==> src/rtl/adc_cfg_pkg.sv <==
// Shared types and constants for the ADS5292 configuration sequencer.
package adc_cfg_pkg;

    localparam int unsigned REG_W_DEF = 24;

    // Selector codes understood by the external register-word selector
    localparam logic [3:0] SEL_SBITS   = 4'd1;
    localparam logic [3:0] SEL_DBITS   = 4'd2;
    localparam logic [3:0] SEL_DESKEW  = 4'd3;
    localparam logic [3:0] SEL_SYNC    = 4'd4;
    localparam logic [3:0] SEL_SCUSTOM = 4'd5;
    localparam logic [3:0] SEL_DCUSTOM = 4'd6;
    localparam logic [3:0] SEL_RAMP    = 4'd7;
    localparam logic [3:0] SEL_PWRDN   = 4'd8;
    localparam logic [3:0] SEL_DEL25   = 4'd9;
    localparam logic [3:0] SEL_DEL45   = 4'd10;
    localparam logic [3:0] SEL_MAX     = 4'd10;

    typedef enum logic [2:0] {
        ST_IDLE,
        ST_INIT,
        ST_SETTLE,
        ST_SHIFT,
        ST_GAP,
        ST_NEXT
    } state_t;

endpackage

==> src/rtl/adc_cfg_seq_shifter.sv <==
// MSB-first serializer for one ADC register word with an SCLK divider.
// o_frame_done is high during the last cycle that o_sen_n is low.
module adc_spi_shifter
    import adc_cfg_pkg::*;
#(
    parameter int unsigned CLK_DIV = 4,
    parameter int unsigned REG_W   = REG_W_DEF
) (
    input  logic             clk,
    input  logic             rstb,
    input  logic             i_load,
    input  logic [REG_W-1:0] i_word,
    output logic             o_sclk,
    output logic             o_sdata,
    output logic             o_sen_n,
    output logic             o_frame_done
);

    localparam int unsigned DIV_W = (CLK_DIV > 1) ? $clog2(CLK_DIV) : 1;
    localparam int unsigned BIT_W = $clog2(REG_W);
    localparam logic [DIV_W-1:0] DIV_LAST = DIV_W'(CLK_DIV - 1);
    localparam logic [DIV_W-1:0] DIV_PRE  = DIV_W'(CLK_DIV - 2);
    localparam logic [BIT_W-1:0] BIT_LAST = BIT_W'(REG_W - 1);

    logic             r_active;
    logic             r_sclk;
    logic             r_sdata;
    logic             r_sen_n;
    logic             r_done;
    logic [REG_W-1:0] r_shreg;
    logic [DIV_W-1:0] r_div;
    logic [BIT_W-1:0] r_bit;

    always_ff @(posedge clk or negedge rstb) begin
        if (!rstb) begin
            r_active <= 1'b0;
            r_sclk   <= 1'b0;
            r_sdata  <= 1'b0;
            r_sen_n  <= 1'b1;
            r_done   <= 1'b0;
            r_shreg  <= '0;
            r_div    <= '0;
            r_bit    <= '0;
        end else begin
            r_done <= 1'b0;
            if (i_load) begin
                r_active <= 1'b1;
                r_sen_n  <= 1'b0;
                r_sclk   <= 1'b0;
                r_sdata  <= i_word[REG_W-1];
                r_shreg  <= {i_word[REG_W-2:0], 1'b0};
                r_div    <= '0;
                r_bit    <= '0;
            end else if (r_active) begin
                if (r_div == DIV_LAST) begin
                    r_div <= '0;
                    if (!r_sclk) begin
                        r_sclk <= 1'b1;
                    end else begin
                        // falling edge: next bit goes out while SCLK is low
                        r_sclk <= 1'b0;
                        if (r_bit == BIT_LAST) begin
                            r_active <= 1'b0;
                            r_sen_n  <= 1'b1;
                            r_sdata  <= 1'b0;
                        end else begin
                            r_bit   <= r_bit + 1'b1;
                            r_sdata <= r_shreg[REG_W-1];
                            r_shreg <= {r_shreg[REG_W-2:0], 1'b0};
                        end
                    end
                end else begin
                    r_div <= r_div + 1'b1;
                    if (r_sclk && (r_bit == BIT_LAST) && (r_div == DIV_PRE)) begin
                        r_done <= 1'b1;
                    end
                end
            end
        end
    end

    assign o_sclk       = r_sclk;
    assign o_sdata      = r_sdata;
    assign o_sen_n      = r_sen_n;
    assign o_frame_done = r_done;

endmodule

==> src/rtl/adc_cfg_seq.sv <==
// ADS5292 configuration sequencer: power-up auto sequence and single manual
// register writes, driving the external word selector and the ADC SPI pins.
module adc_cfg_seq
    import adc_cfg_pkg::*;
#(
    parameter int unsigned CLK_DIV  = 4,
    parameter int unsigned REG_W    = REG_W_DEF,
    parameter int unsigned MAX_AUTO = 8
) (
    input  logic             clk,
    input  logic             rstb,
    input  logic             start_auto,
    input  logic             man_req,
    input  logic [3:0]       man_sel,
    output logic             man_ack,
    input  logic [REG_W-1:0] reg_word,
    input  logic             end_auto,
    output logic             init_reg,
    output logic             incr_reg,
    output logic             auto_run,
    output logic [3:0]       pttn_sel,
    output logic             spi_sclk,
    output logic             spi_sdata,
    output logic             spi_sen_n,
    output logic             busy,
    output logic             done,
    output logic             err
);

    localparam int unsigned CNT_W = $clog2(MAX_AUTO + 1);
    localparam int unsigned GAP_W = (CLK_DIV > 1) ? $clog2(CLK_DIV) : 1;
    localparam logic [CNT_W-1:0] CNT_MAX  = CNT_W'(MAX_AUTO);
    localparam logic [GAP_W-1:0] GAP_LAST = GAP_W'(CLK_DIV - 1);

    state_t           r_state;
    logic             r_init_reg;
    logic             r_incr_reg;
    logic             r_auto_run;
    logic [3:0]       r_pttn_sel;
    logic             r_man_ack;
    logic             r_busy;
    logic             r_done;
    logic             r_err;
    logic             r_last;
    logic [CNT_W-1:0] r_wr_cnt;
    logic [GAP_W-1:0] r_gap_cnt;

    logic             w_load;
    logic             w_frame_done;
    logic [CNT_W-1:0] w_cnt_nxt;

    assign w_load    = (r_state == ST_SETTLE);
    assign w_cnt_nxt = r_wr_cnt + 1'b1;

    always_ff @(posedge clk or negedge rstb) begin
        if (!rstb) begin
            r_state    <= ST_IDLE;
            r_init_reg <= 1'b0;
            r_incr_reg <= 1'b0;
            r_auto_run <= 1'b0;
            r_pttn_sel <= 4'd0;
            r_man_ack  <= 1'b0;
            r_busy     <= 1'b0;
            r_done     <= 1'b0;
            r_err      <= 1'b0;
            r_last     <= 1'b0;
            r_wr_cnt   <= '0;
            r_gap_cnt  <= '0;
        end else begin
            r_init_reg <= 1'b0;
            r_incr_reg <= 1'b0;
            r_man_ack  <= 1'b0;
            r_done     <= 1'b0;
            r_err      <= 1'b0;
            case (r_state)
                ST_IDLE: begin
                    if (start_auto) begin
                        r_state    <= ST_INIT;
                        r_auto_run <= 1'b1;
                        r_init_reg <= 1'b1;
                        r_wr_cnt   <= '0;
                        r_busy     <= 1'b1;
                    end else if (man_req && !r_man_ack) begin
                        // the ack cycle masks the still-high level request
                        r_man_ack <= 1'b1;
                        if (man_sel <= SEL_MAX) begin
                            r_pttn_sel <= man_sel;
                            r_auto_run <= 1'b0;
                            r_state    <= ST_SETTLE;
                            r_busy     <= 1'b1;
                        end else begin
                            r_err <= 1'b1;
                        end
                    end
                end
                ST_INIT: begin
                    r_state <= ST_SETTLE;
                end
                ST_SETTLE: begin
                    r_last  <= end_auto;
                    r_state <= ST_SHIFT;
                end
                ST_SHIFT: begin
                    if (w_frame_done) begin
                        r_state   <= ST_GAP;
                        r_gap_cnt <= '0;
                    end
                end
                ST_GAP: begin
                    if (r_gap_cnt == GAP_LAST) begin
                        // NEXT-cycle pulses are decided here so they are high during NEXT
                        r_state <= ST_NEXT;
                        if (!r_auto_run || r_last) begin
                            r_done <= 1'b1;
                        end else begin
                            r_wr_cnt <= w_cnt_nxt;
                            if (w_cnt_nxt == CNT_MAX) begin
                                r_err <= 1'b1;
                            end else begin
                                r_incr_reg <= 1'b1;
                            end
                        end
                    end else begin
                        r_gap_cnt <= r_gap_cnt + 1'b1;
                    end
                end
                ST_NEXT: begin
                    if (r_incr_reg) begin
                        r_state <= ST_SETTLE;
                    end else begin
                        r_state    <= ST_IDLE;
                        r_auto_run <= 1'b0;
                        r_busy     <= 1'b0;
                    end
                end
                default: begin
                    r_state <= ST_IDLE;
                    r_busy  <= 1'b0;
                end
            endcase
        end
    end

    adc_spi_shifter #(
        .CLK_DIV (CLK_DIV),
        .REG_W   (REG_W)
    ) u_shifter (
        .clk          (clk),
        .rstb         (rstb),
        .i_load       (w_load),
        .i_word       (reg_word),
        .o_sclk       (spi_sclk),
        .o_sdata      (spi_sdata),
        .o_sen_n      (spi_sen_n),
        .o_frame_done (w_frame_done)
    );

    assign init_reg = r_init_reg;
    assign incr_reg = r_incr_reg;
    assign auto_run = r_auto_run;
    assign pttn_sel = r_pttn_sel;
    assign man_ack  = r_man_ack;
    assign busy     = r_busy;
    assign done     = r_done;
    assign err      = r_err;

endmodule

==> config.mk <==
export PLATFORM = sky130hd
export DESIGN_NAME = adc_cfg_seq
export DESIGN_NICKNAME = d
export VERILOG_FILES = /design/src/rtl/adc_cfg_pkg.sv /design/src/rtl/adc_cfg_seq_shifter.sv /design/src/rtl/adc_cfg_seq.sv
export SDC_FILE = /design/constraint.sdc
export NUM_CORES = 1
export LEC_CHECK = 0
export CAP_MARGIN = 30
export CORE_MARGIN = 5
export CORE_UTILIZATION = 49
export CTS_CLUSTER_SIZE = 30
export DETAILED_ROUTE_END_ITERATION = 16
export DONT_BUFFER_PORTS = 1
export PLACE_DENSITY_LB_ADDON = 0.25
export SETUP_SLACK_MARGIN = 0.4
export SLEW_MARGIN = 5
export SYNTH_ARGS = -nofsm -noshare
export SYNTH_HDL_FRONTEND = slang
export SYNTH_SLANG_ARGS = --single-unit
==> constraint.sdc <==
create_clock -name clk -period 2.1 [get_ports clk]
set_clock_uncertainty 0.15 [all_clocks]
set_input_delay 0.42 -clock clk [delete_from_list [all_inputs] [get_ports clk]]
set_output_delay 0.42 -clock clk [all_outputs]
set_load 0.02 [all_outputs]
==> flow_summary.json <==
{
  "async_flop_share": 1.00,
  "slew_viol_final": 0,
  "finalPower_uw": 1790,
  "utilization": 0.677,
  "max-slew-margin-rel": 0.795,
  "final_common_cell": "dfrtp_1",
  "yosys.area_share.xor_xnor": 0.0167,
  "regToRegStartpoint": "r_state[2]",
  "worstSetupPathType": "register to register",
  "ant_nets": 0,
  "rsz0062_at_grt": "true",
  "drtIter0Drc": 176,
  "crit_fanout": 4,
  "worst_pin_slew_ps": 307,
  "synth_mux_area_frac": 0.0258,
  "p_per_area_mw_per_mm2": 515,
  "yosysSeqAreaShare": 0.536,
  "antenna_found_initial": 0,
  "wl_met3_um": 467,
  "synth_cells": 278,
  "met2_length_um": 3520,
  "wl_met1_um": 2780,
  "final_cell_mix": "dfrtp_1, nor2_1, nand2_1",
  "fmax_mhz": 540,
  "gp_congestion": 0.794,
  "grt_pass1_wl_um": 9360,
  "worst_skew_pair.late_latency_ps": 320,
  "synth_ff_type": "dfrtp_1",
  "drive_gt1_frac": 0.326,
  "ys_top_cells_by_area": "dfrtp_1, a21oi_1, nand2_1, nor2_1, ha_1",
  "clockBufferDepth": 2,
  "cts_tree": "done",
  "top_layer_used": "met4",
  "syn_to_final_growth_pct": 33.1,
  "clk_pin_slew_worst_paths_ps": 110,
  "dieArea_mm2": 0.00690,
  "drtPass1Iterations": 4,
  "end_kind": "register",
  "netlist.top_cell.by_area": "dfrtp_1",
  "synth_area_per_cell_um2": 9.41,
  "syn_nets": 317,
  "regMostFlops": "u_shifter.r_shreg",
  "maxCapViolations": 0,
  "viasPerCell": 5.73,
  "synth_area_mm2": 0.00262,
  "io_pins": 47,
  "coreArea_mm2": 0.00514,
  "ys_ff_latch": 56,
  "leakage_uw": 0.00160,
  "critPathArrivalTime_ps": 1900,
  "min_path_type": "primary input to async pin",
  "yosysWarnings": 0,
  "start_util": 0.509,
  "crit_path_start_kind": "register",
  "cts_root_buffer": "clkbuf_8",
  "io_buffers": 0,
  "netlist.area_leader.share": 0.526,
  "status": "finished with violations",
  "grt_max_degree": 57,
  "r2r_setup_slack_ps": 250,
  "wl_um": 6820,
  "antennaDiodeCount": 0,
  "grtUsageTotal": 0.164,
  "cts_buffers": 5,
  "synthDistinctLibCells": 43,
  "layout.nets": 348,
  "synth_compound_area_frac": 0.153,
  "period_needed_ps": 1850,
  "synth_edf_count": 0,
  "wl_per_cell_um": 18.0,
  "dpl.hpwl_um": 3480,
  "num_rows": 26,
  "largest_reg_flops": 23,
  "synth-simple-area-share": 0.210,
  "vdd_drop_max_mv": 0.467,
  "violations": "negative hold slack",
  "top_regs": "u_shifter.r_shreg (23), u_shifter.r_bit (5)",
  "die_h_um": 83.1,
  "finalHoldViolCount": 56,
  "num_vias": 2179,
  "holdWs_ps": -372,
  "clock-sinks": 56,
  "h-tree-depth": 2,
  "setup_viol": 0,
  "tns_ps": 0,
  "min_period_over_period": 0.882,
  "r2r-end": "pttn_sel[2]",
  "post-place-cells": 343,
  "yosys.area_share.adder": 0.0287,
  "cp.required_ps": 2150,
  "gr-total-overflow": 0,
  "instances_no_fill": 380,
  "die_x_um": 83.1,
  "drc": 0,
  "grt_pass1_vias": 1968,
  "synth_top_family_by_area": "simple AND/OR/NAND/NOR gates",
  "r2r_cells": 5
}
[worst max-delay path by stage]
stage,startpoint,to,slack (ps)
2_1_floorplan,r_state[1],pttn_sel[0],200
3_3_place_gp,r_state[1],pttn_sel[2],260
3_5_place_dp,r_state[0],u_shifter.r_shreg[1],230
4_1_cts,r_state[2],pttn_sel[2],260
5_1_grt,r_state[2],pttn_sel[2],210
6_report,r_state[2],pttn_sel[2],250
[logic make-up after synthesis]
| logic type | Yosys count |
|---|---|
| and+or+nand+nor | 116 |
| AOI/OAI and AO/OA | 72 |
| DFF | 56 |
| buffers and inverters | 18 |
| adders and majority gates | 6 |
| xor gates and xnor gates | 5 |
| muxes | 5 |
[layer usage]
metal	GRT usage	up-vias
li1	-	1018
met3	0.0564	6
met4	0.0520	0
met5	0	-
met1	0.217	1084
met2	0.254	71
[power by group]
group | switching (µW) | total (µW) | internal, µW
logic | 18.9 | 40.3 | 21.3
clock network | 376 | 622 | 246
registers | 28.5 | 1130 | 1100
[stage by stage]
stage / setup WS (ps) / cell area (µm²)
5_1_grt: 206 / 3480
6_report: 249 / 3480
4_1_cts: 261 / 2980
3_5_place_dp: 229 / 2710
2_1_floorplan: 200 / 2630
3_3_place_gp: 256 / 2710
[timing repair]
action	CTS	global route
hold endpoints to repair	56	56
buffers inserted	10	10
cloned	2	7
pin swaps	5	45
resized for setup	14	70
setup endpoints to repair	41	41
[cells in the mapped netlist (2+ instances only)]
library cell   n
mux2_2         2
o21ai_0        8
and3_1         3
or3_1          2
xor2_1         4
a2bb2oi_1      2
inv_1          5
clkbuf_1      10
nand4_1        2
nand4b_1       3
o22ai_1        3
nor2_1        40
and2_1         2
a21o_1         2
mux2_4         3
nand2_1       41
nand3_1        6
and4b_1        2
nor3_1         2
dfrtp_1       55
a21oi_1       49
nor2b_1        6
ha_1           6
[final cells by class]
type | count | area, µm²
Clock inverter | 3 | 27.5
Sequential cell | 56 | 1400
Fill cell | 399 | 1660
Tap cell | 70 | 87.6
Clock buffer | 5 | 68.8
Multi-Input combinational cell | 206 | 1420
Inverter | 6 | 27.5
Timing Repair Buffer | 34 | 442
[critical path, stage by stage (launching register included)]
cell	delay [ps]
dfrtp_1	390
or3_4	380
or3_4	400
clkinv_4	70
nand2_4	60
mux2_4	290
Power figures use the tool's default switching activity.
